## config.mk

```make
export PLATFORM = sky130hd
export DESIGN_NAME = fft_twiddle_rotator
export DESIGN_NICKNAME = d
export VERILOG_FILES = /design/src/rtl/fft_pkg.sv /design/src/rtl/cmul_round_sat.sv /design/src/rtl/fft_twiddle_rotator.sv
export SDC_FILE = /design/constraint.sdc
export NUM_CORES = 2
export LEC_CHECK = 0
export ABC_AREA = 0
export CAP_MARGIN = 25
export CELL_PAD_IN_SITES_DETAIL_PLACEMENT = 1
export CELL_PAD_IN_SITES_GLOBAL_PLACEMENT = 2
export CORE_MARGIN = 3
export CORE_UTILIZATION = 42
export DETAILED_ROUTE_END_ITERATION = 6
export GPL_TIMING_DRIVEN = 0
export HOLD_SLACK_MARGIN = 0.12
export PLACE_DENSITY = 0.87
export SYNTH_ARGS = -nofsm -noshare
export SYNTH_HDL_FRONTEND = slang
export SYNTH_SLANG_ARGS = --single-unit
```

## constraint.sdc

```tcl
create_clock -name clk -period 7.9 [get_ports clk]
set_clock_uncertainty 0.15 [all_clocks]
set_input_delay 1.58 -clock clk [delete_from_list [all_inputs] [get_ports clk]]
set_output_delay 1.58 -clock clk [all_outputs]
set_load 0.02 [all_outputs]
```

## src/rtl/fft_pkg.sv

```systemverilog
// Shared fixed-point constants and the wide-to-DW saturating clamp used by the
// FFT/IFFT complex multipliers.
package fft_pkg;

  localparam int DATA_W    = 16;
  localparam int TW_W      = 14;
  localparam int PROD_W    = DATA_W + TW_W;
  localparam int SUM_W     = PROD_W + 1;
  localparam int FRAC_BITS = TW_W - 2;

  // Half an LSB of the output scale; added before the floor shift.
  localparam logic signed [SUM_W-1:0] ROUND_CONST = SUM_W'(2 ** (TW_W - 3));
  localparam logic signed [SUM_W-1:0] SAT_MAX     = SUM_W'(2 ** (DATA_W - 1) - 1);
  localparam logic signed [SUM_W-1:0] SAT_MIN     = SUM_W'(-(2 ** (DATA_W - 1)));

  typedef struct packed {
    logic signed [DATA_W-1:0] val;
    logic                     sat;
  } sat_t;

  function automatic sat_t sat_dw(input logic signed [SUM_W-1:0] v);
    sat_t r;
    r.sat = 1'b0;
    r.val = v[DATA_W-1:0];
    if (v > SAT_MAX) begin
      r.val = DATA_W'(SAT_MAX);
      r.sat = 1'b1;
    end else if (v < SAT_MIN) begin
      r.val = DATA_W'(SAT_MIN);
      r.sat = 1'b1;
    end
    return r;
  endfunction

endpackage

```

## src/rtl/cmul_round_sat.sv

```systemverilog
// Two-register complex multiplier: products on the first edge, then
// difference/sum, half-LSB rounding and DW saturation on the second.
module cmul_round_sat
  import fft_pkg::*;
(
  input  logic                     clk,
  input  logic                     rst_n,
  input  logic                     in_valid,
  input  logic                     in_start,
  input  logic signed [DATA_W-1:0] a_re,
  input  logic signed [DATA_W-1:0] a_im,
  input  logic signed [TW_W-1:0]   w_cos,
  input  logic signed [TW_W-1:0]   w_sin,
  output logic                     out_valid,
  output logic                     out_start,
  output logic signed [DATA_W-1:0] out_re,
  output logic signed [DATA_W-1:0] out_im,
  output logic                     out_sat
);

  logic                     valid_q;
  logic                     start_q;
  logic signed [PROD_W-1:0] p_rc_q;
  logic signed [PROD_W-1:0] p_is_q;
  logic signed [PROD_W-1:0] p_rs_q;
  logic signed [PROD_W-1:0] p_ic_q;

  logic signed [SUM_W-1:0]  sum_re;
  logic signed [SUM_W-1:0]  sum_im;
  sat_t                     sat_re;
  sat_t                     sat_im;

  logic                     out_valid_q;
  logic                     out_start_q;
  logic signed [DATA_W-1:0] out_re_q;
  logic signed [DATA_W-1:0] out_im_q;
  logic                     out_sat_q;

  // Products only load on a valid sample, so stale twiddles held by the ROM
  // during bubbles never reach the datapath.
  // NOTE: registers use non-blocking (<=) so every flop samples pre-edge values.
  always_ff @(posedge clk or negedge rst_n) begin
    if (!rst_n) begin
      valid_q <= 1'b0;
      start_q <= 1'b0;
      p_rc_q  <= '0;
      p_is_q  <= '0;
      p_rs_q  <= '0;
      p_ic_q  <= '0;
    end else begin
      valid_q <= in_valid;
      start_q <= in_valid & in_start;
      if (in_valid) begin
        p_rc_q <= PROD_W'(a_re) * PROD_W'(w_cos);
        p_is_q <= PROD_W'(a_im) * PROD_W'(w_sin);
        p_rs_q <= PROD_W'(a_re) * PROD_W'(w_sin);
        p_ic_q <= PROD_W'(a_im) * PROD_W'(w_cos);
      end
    end
  end

  // NOTE: every always_comb output is fully assigned on all paths (no latches).
  always_comb begin
    sum_re = SUM_W'(p_rc_q) - SUM_W'(p_is_q);
    sum_im = SUM_W'(p_rs_q) + SUM_W'(p_ic_q);
    sat_re = sat_dw((sum_re + ROUND_CONST) >>> FRAC_BITS);
    sat_im = sat_dw((sum_im + ROUND_CONST) >>> FRAC_BITS);
  end

  always_ff @(posedge clk or negedge rst_n) begin
    if (!rst_n) begin
      out_valid_q <= 1'b0;
      out_start_q <= 1'b0;
      out_re_q    <= '0;
      out_im_q    <= '0;
      out_sat_q   <= 1'b0;
    end else begin
      out_valid_q <= valid_q;
      out_start_q <= start_q;
      out_sat_q   <= valid_q & (sat_re.sat | sat_im.sat);
      if (valid_q) begin
        out_re_q <= sat_re.val;
        out_im_q <= sat_im.val;
      end
    end
  end

  assign out_valid = out_valid_q;
  assign out_start = out_start_q;
  assign out_re    = out_re_q;
  assign out_im    = out_im_q;
  assign out_sat   = out_sat_q;

endmodule

```

## src/rtl/fft_twiddle_rotator.sv

```systemverilog
// SDF FFT twiddle stage: sample counter drives the twiddle ROM address, the
// sample is aligned to the ROM's registered output, then rotated.
module fft_twiddle_rotator
  import fft_pkg::*;
#(
  parameter int N            = 256,
  parameter int SIZE         = 8,
  parameter int STAGE        = 4,
  parameter int bit_width_tw = TW_W,
  parameter int DW           = DATA_W
) (
  input  logic                          clk,
  input  logic                          rst_n,
  input  logic                          in_valid,
  input  logic                          in_start,
  input  logic signed [DW-1:0]          in_re,
  input  logic signed [DW-1:0]          in_im,
  output logic [SIZE-2:0]               rd_ptr_angle,
  output logic                          rom_en,
  input  logic signed [bit_width_tw-1:0] cos_data,
  input  logic signed [bit_width_tw-1:0] sin_data,
  output logic                          out_valid,
  output logic                          out_start,
  output logic signed [DW-1:0]          out_re,
  output logic signed [DW-1:0]          out_im,
  output logic                          out_sat
);

  localparam int L     = N >> (STAGE - 1);
  localparam int CNT_W = SIZE - STAGE + 1;

  logic [CNT_W-1:0]     cnt_q;
  logic [CNT_W-1:0]     cnt_d;
  logic [CNT_W-1:0]     cur_cnt;
  logic [SIZE-1:0]      k_ext;

  logic                 s1_valid_q;
  logic                 s1_start_q;
  logic signed [DW-1:0] s1_re_q;
  logic signed [DW-1:0] s1_im_q;

  // First half of each block uses address 0 (unity); second half steps the
  // angle by the stage's decimation factor.
  always_comb begin
    cur_cnt = (in_valid && in_start) ? '0 : cnt_q;
    cnt_d   = cnt_q;
    if (in_valid) begin
      cnt_d = (cur_cnt == CNT_W'(L - 1)) ? '0 : cur_cnt + CNT_W'(1);
    end
    k_ext = '0;
    if (SIZE'(cur_cnt) >= SIZE'(L / 2)) begin
      k_ext = SIZE'(cur_cnt) - SIZE'(L / 2);
    end
    rd_ptr_angle = (SIZE - 1)'(k_ext << (STAGE - 1));
  end

  assign rom_en = in_valid;

  always_ff @(posedge clk or negedge rst_n) begin
    if (!rst_n) begin
      cnt_q      <= '0;
      s1_valid_q <= 1'b0;
      s1_start_q <= 1'b0;
      s1_re_q    <= '0;
      s1_im_q    <= '0;
    end else begin
      cnt_q      <= cnt_d;
      s1_valid_q <= in_valid;
      s1_start_q <= in_valid & in_start;
      if (in_valid) begin
        s1_re_q <= in_re;
        s1_im_q <= in_im;
      end
    end
  end

  cmul_round_sat u_cmul (
    .clk       (clk),
    .rst_n     (rst_n),
    .in_valid  (s1_valid_q),
    .in_start  (s1_start_q),
    .a_re      (s1_re_q),
    .a_im      (s1_im_q),
    .w_cos     (cos_data),
    .w_sin     (sin_data),
    .out_valid (out_valid),
    .out_start (out_start),
    .out_re    (out_re),
    .out_im    (out_im),
    .out_sat   (out_sat)
  );

endmodule

```

# == After elaboration in Yosys (flattened, before gate mapping) ==
# Cells that the tools add are included.
# totals
ff_bits,196
inputBits,64
wordCells,44
# op_classes
add_sub_neg,6
multipliers,4
n_lt_le_gt_ge,5
n_eq_ne,1
mux,7
n_bitwise,4
n_reduce_logical,1
# ops
operator,count
16-bit by 14-bit multiplier with 30-bit output,4
17-bit 2-to-1 mux,4
"31-bit by 13-bit adder with 31-bit output, second input constant",2
"19-bit by 16-bit greater-than comparator with 1-bit output, second input constant",2
"19-bit by 16-bit < comparator with 1-bit output, second input constant",2
30-bit by 30-bit adder with 31-bit output,1
30-bit by 30-bit subtractor with 31-bit output,1
5-bit 2-to-1 mux,2
"5-bit by 1-bit adder with 5-bit output, second input constant",1
"5-bit == test, second input constant",1
"5-bit >= comparator, second input constant",1
4-bit 2-to-1 mux,1
"4-bit by 1-bit subtractor with 4-bit output, second input constant",1
1-bit AND,3
1-bit logical AND,1
1-bit bitwise OR,1

# == Depth between registers and ports, before layout ==
# depth
ltp_word,7
ltp_mapped,26
mapped_depth_nobuf,25

# == Hierarchy ==
# A second synthesis with hierarchy kept.
# hier_totals
cells_unflattened,4754
area_unflattened_um2,44433.9
# by_module_without_submodules
module,n_inst,cells_each,area_each_um2,seq_area_each_um2
cmul_round_sat,1,4643,42827.3,3928.8
fft_twiddle_rotator,1,111,1606.5,975.9

# == Least setup slack after synthesis ==
# No wires, ideal clock.
# synth_path
path_type,input -> register
from,input cos_data[13]
to,register u_cmul.p_rc_q[28]
setup_time_ns,0.125
t_arrival_ns,7.440
slack_ns,0.185
cell_stages,22
path_cell_list,inv_1 buf_1 fa_1 fa_1 inv_1 fa_1 fa_1 fa_1 inv_1 fa_1 inv_1 ha_1 a21o_1 a211o_1 a221o_1 a31oi_1 o31a_1 o21ai_0 o41ai_1 o21ai_0 xor2_1 mux2_2
# synth_via
elab_chain_cells,1
# synth_rtl
element,line,source
start: declaration,fft_twiddle_rotator.sv:20,"input logic signed [bit_width_tw-1:0] cos_data,"
16-bit by 14-bit multiplier with 30-bit output,cmul_round_sat.sv:54,p_rc_q <= PROD_W'(a_re) * PROD_W'(w_cos);
end signal: assignment,cmul_round_sat.sv:54,
end: declaration,cmul_round_sat.sv:23,logic signed [PROD_W-1:0] p_rc_q;
# Every way passes these cells.
# A chain may end at the register's enable or synchronous reset.

# == Worst setup path in the final report ==
# layout_path
from,input sin_data[2]
to,register u_cmul.p_is_q[29]
# layout_via
elab_chain_cells,1
# layout_rtl
element,line,source
start: declaration,fft_twiddle_rotator.sv:21,"input logic signed [bit_width_tw-1:0] sin_data,"
16-bit by 14-bit multiplier with 30-bit output,cmul_round_sat.sv:55,p_is_q <= PROD_W'(a_im) * PROD_W'(w_sin);
end signal: assignment,cmul_round_sat.sv:55,
end: declaration,cmul_round_sat.sv:24,logic signed [PROD_W-1:0] p_is_q;
# Every way passes these cells.

==> impl_metrics.csv <==
group,metric,value,unit
status,status,"complete, no violations",
route,vias,33900,
timing,period_share,98.4,%
global_routing,grt_max_degree,107,
cells_and_area,multi_input_area,34800,µm²
critical_path,cp_max_fo,6,
route,dr.pass1.iters,5,
yosys,synth_edf_count,0,
yosys,synth-seq-area-share,11.1,%
yosys,async_flop_share,100,%
critical_path,worstRegToRegCells,24,
critical_path,crit_arrival,8.02,ns
global_routing,grt_pass1_wl,234000,µm
clock_tree,clockRootBuffer,"clkbuf_16",
yosys,synth_cells,4692,
clock_tree,cts_tree,"done",
critical_path,cpPeakStageDelay,0.58,ns
placed_design,port_buffers,103,
floorplan,start_util,42.4,%
timing,fin_tns_setup,0,ns
yosys,synth_cell_type_count,83,
route,drtIter0Drc,2312,
placed_design,hpwl,126000,µm
global_routing,grt_pass1_vias,37700,
critical_path,cp_slowest_cell,"or4_4",
critical_path,path_common_cell,"fa_1",
floorplan,die-area,109000,µm²
route,postRouteAntennaNets,0,
cells_and_area,regArea,4910,µm²
yosys,yosysWarnings,0,
critical_path,crit_type,"in2reg",
min_path,hold_class,"reg2reg",
cells_and_area,fill_cells,11900,
clock_tree,worst_skew_pair.late_latency,0.57,ns
route,via_per_inst,5.43,
cells_and_area,syn_to_final_growth,11.2,%
timing,rsz0062_at_grt,"yes",
clock_tree,numClockSinks,196,
cells_and_area,utilization,47.2,%
timing,worst_pin_slew,1.17,ns
floorplan,fp-row-count,118,
yosys,synthTopCellsByArea,"fa_1 (40%), ha_1 (11%), dfrtp_1 (11%), inv_1 (9.1%), and2_1 (6.8%)",
global_routing,grt_overflow,0,
yosys,synth_seq_cells,196,
critical_path,worstPathRequired,8.15,ns
floorplan,die_w,330,µm
floorplan,core,104000,µm²
cells_and_area,final_area,49000,µm²
min_path,holdPathStages,0,
clock_tree,clockBufferDepth,2,
cells_and_area,drive_gt1_share,8.65,%
clock_tree,cts_buffers,17,
yosys,syn_area,44000,µm²
timing,setup_viol,0,
critical_path,crit_path_start_kind,"input port",
clock_tree,htree_levels,4,
route,routedWlPerCell,24.8,µm
global_routing,grtUsageTotal,29.5,%
flow_run,maxCapViolCount,0,
timing,relSlewSlack,22.3,%
yosys,yosysTopAreaCell,"fa_1",
floorplan,io_pins,107,
yosys,synth.avg_cell_area,9.39,µm²
placed_design,placedInstanceArea,47100,µm²
yosys,synth_top_area_share,39.8,%
route,route.detailed.drc,0,
timing,timing.fmax,129,MHz
timing,hold_viol,0,
critical_path,cp-end-kind,"flop",
timing,finalCriticalPeriod,7.77,ns
global_routing,antenna_found_initial,26,
floorplan,die_h,330,µm
placed_design,gp_congestion,0.942,
route,wl,155000,µm
yosys,synthFlopType,"dfrtp_1",
timing,hold-worst-slack,0.212,ns
clock_tree,clk_pin_slew_worst_paths,0.09,ns
timing,slew_viol_final,0,
cells_and_area,nets,6184,
==> synth_stat cells (5+ instances only) <==
cell type / count
inv_1: 1069
fa_1: 876
and2_1: 479
nand2_1: 453
ha_1: 400
dfrtp_1: 196
clkbuf_1: 187
nor2_1: 131
a21oi_1: 129
xnor2_1: 115
mux2_2: 96
o21ai_0: 84
a21o_1: 56
xor2_1: 38
nand2b_1: 34
nand3_1: 33
a211oi_1: 21
nor3_1: 21
and3_1: 19
nor2b_1: 19
buf_1: 18
nand4_1: 15
a31oi_1: 14
o21a_1: 14
o21bai_1: 14
nand3b_1: 11
or3_1: 11
o221ai_2: 10
o31ai_1: 10
o211ai_1: 9
o221ai_1: 7
a211o_1: 6
buf_4: 6
nor3b_1: 6
or2_2: 6
mux2i_1: 5
o21ai_1: 5
==> state kept, by name, indices dropped and copies added (netlist names), 5 cells and up <==
name and count:
u_cmul.p_is_q 30, u_cmul.p_rc_q 30, cnt_q 5, s1_re_q 16, s1_im_q 16, u_cmul.out_im 16, u_cmul.p_rs_q 30, u_cmul.out_re 16
u_cmul.p_ic_q 30
==> worst paths after layout <==
check / slack (ns) / from / to
min in group asynchronous: 0.96 / rst_n / u_cmul.p_rc_q[3]$_DFFE_PN0P_
max: 0.13 / sin_data[2] / u_cmul.p_is_q[29]$_DFFE_PN0P_
max in group asynchronous: 5.49 / rst_n / u_cmul.p_ic_q[24]$_DFFE_PN0P_
min reg2reg: 0.21 / u_cmul.start_q$_DFF_PN0_ / u_cmul.out_start$_DFF_PN0_
max reg2reg: 0.15 / s1_im_q[5]$_DFFE_PN0P_ / u_cmul.p_is_q[29]$_DFFE_PN0P_
min: 0.21 / u_cmul.start_q$_DFF_PN0_ / u_cmul.out_start$_DFF_PN0_
==> metal layers <==
layer | GRT usage [%] | routed length (µm) | part of all wire (%)
met2 | 47.3 | 71500 | 46
met3 | 5.53 | 11500 | 7.4
met4 | 15.4 | 9680 | 6.2
met1 | 38.1 | 62400 | 40
met5 | 0 | 70 | 0.045
==> layout make-up <==
| class | count | area share [%] |
|---|---|---|
| Sequential cell | 196 | 10.0 |
| Buffer | 203 | 2.91 |
| Tap cell | 1380 | 3.52 |
| Antenna cell | 13 | 0.0664 |
| Timing Repair Buffer | 142 | 2.96 |
| Clock inverter | 14 | 0.365 |
| Inverter | 1070 | 8.21 |
| Clock buffer | 18 | 0.896 |
| Multi-Input combinational cell | 3214 | 71.0 |
==> cell families after synthesis <==
group	count (synthesis)	synth area share, %
fa+ha+maj	1276	51.2
mux	101	2.57
flops	196	11.1
xor+xnor	154	3.08
simple gates	1250	14.4
compound gates	430	6.57
buf+inv	1284	11.1
other cells	1	0.00851
==> per-stage QoR <==
step | instances | setup slack, ns
after floorplan | 4694 | 0.185
after global placement | 6177 | -4.56
after detailed placement | 6195 | -2.49
after CTS | 6232 | -0.0274
after global routing | 6237 | -0.0343
final | 6250 | 0.125
==> worst max-delay path, delay by kind of cell <==
family,cells,cell delay (ns)
compound gates,7,1.08
simple gates,4,1.15
buf+inv,7,0.86
xor+xnor,1,0.18
fa+ha+maj,7,3.18
==> cells in the final DEF (no fill, tap or decap), types with 11 or more instances in the layout <==
cell type	netlist	final
nor2_1	131	129
inv_1	1069	1060
xor2_1	38	38
buf_8	1	27
nor3_1	21	21
and2_1	479	477
clkbuf_1	187	78
o21ai_0	84	77
buf_4	6	37
dfrtp_1	196	194
a211oi_1	21	17
ha_1	400	387
clkbuf_8	0	19
mux2_2	96	96
nand2_1	453	452
clkbuf_2	0	49
nand4_1	15	15
nor2b_1	19	19
nand3_1	33	31
buf_1	18	14
clkdlybuf4s50_1	0	74
buf_6	0	13
nand3b_1	11	11
a21oi_1	129	119
nand2b_1	34	34
fa_1	876	871
o21bai_1	14	14
and3_1	19	19
xnor2_1	115	111
o21a_1	14	14
diode_2	0	13
a21o_1	56	56
clkbuf_16	0	23
==> what timing repair did <==
item / in CTS / in global routing
pin swaps: 13 / 40
hold buffers: 0 / 0
gates resized for setup: 311 / 199
setup buffers: 11 / 9
setup endpoints to repair: 64 / 24
cloned: 0 / 2
Power is not shown: default switching activity piles up to over one toggle a cycle in this logic, so the estimate is an artifact.
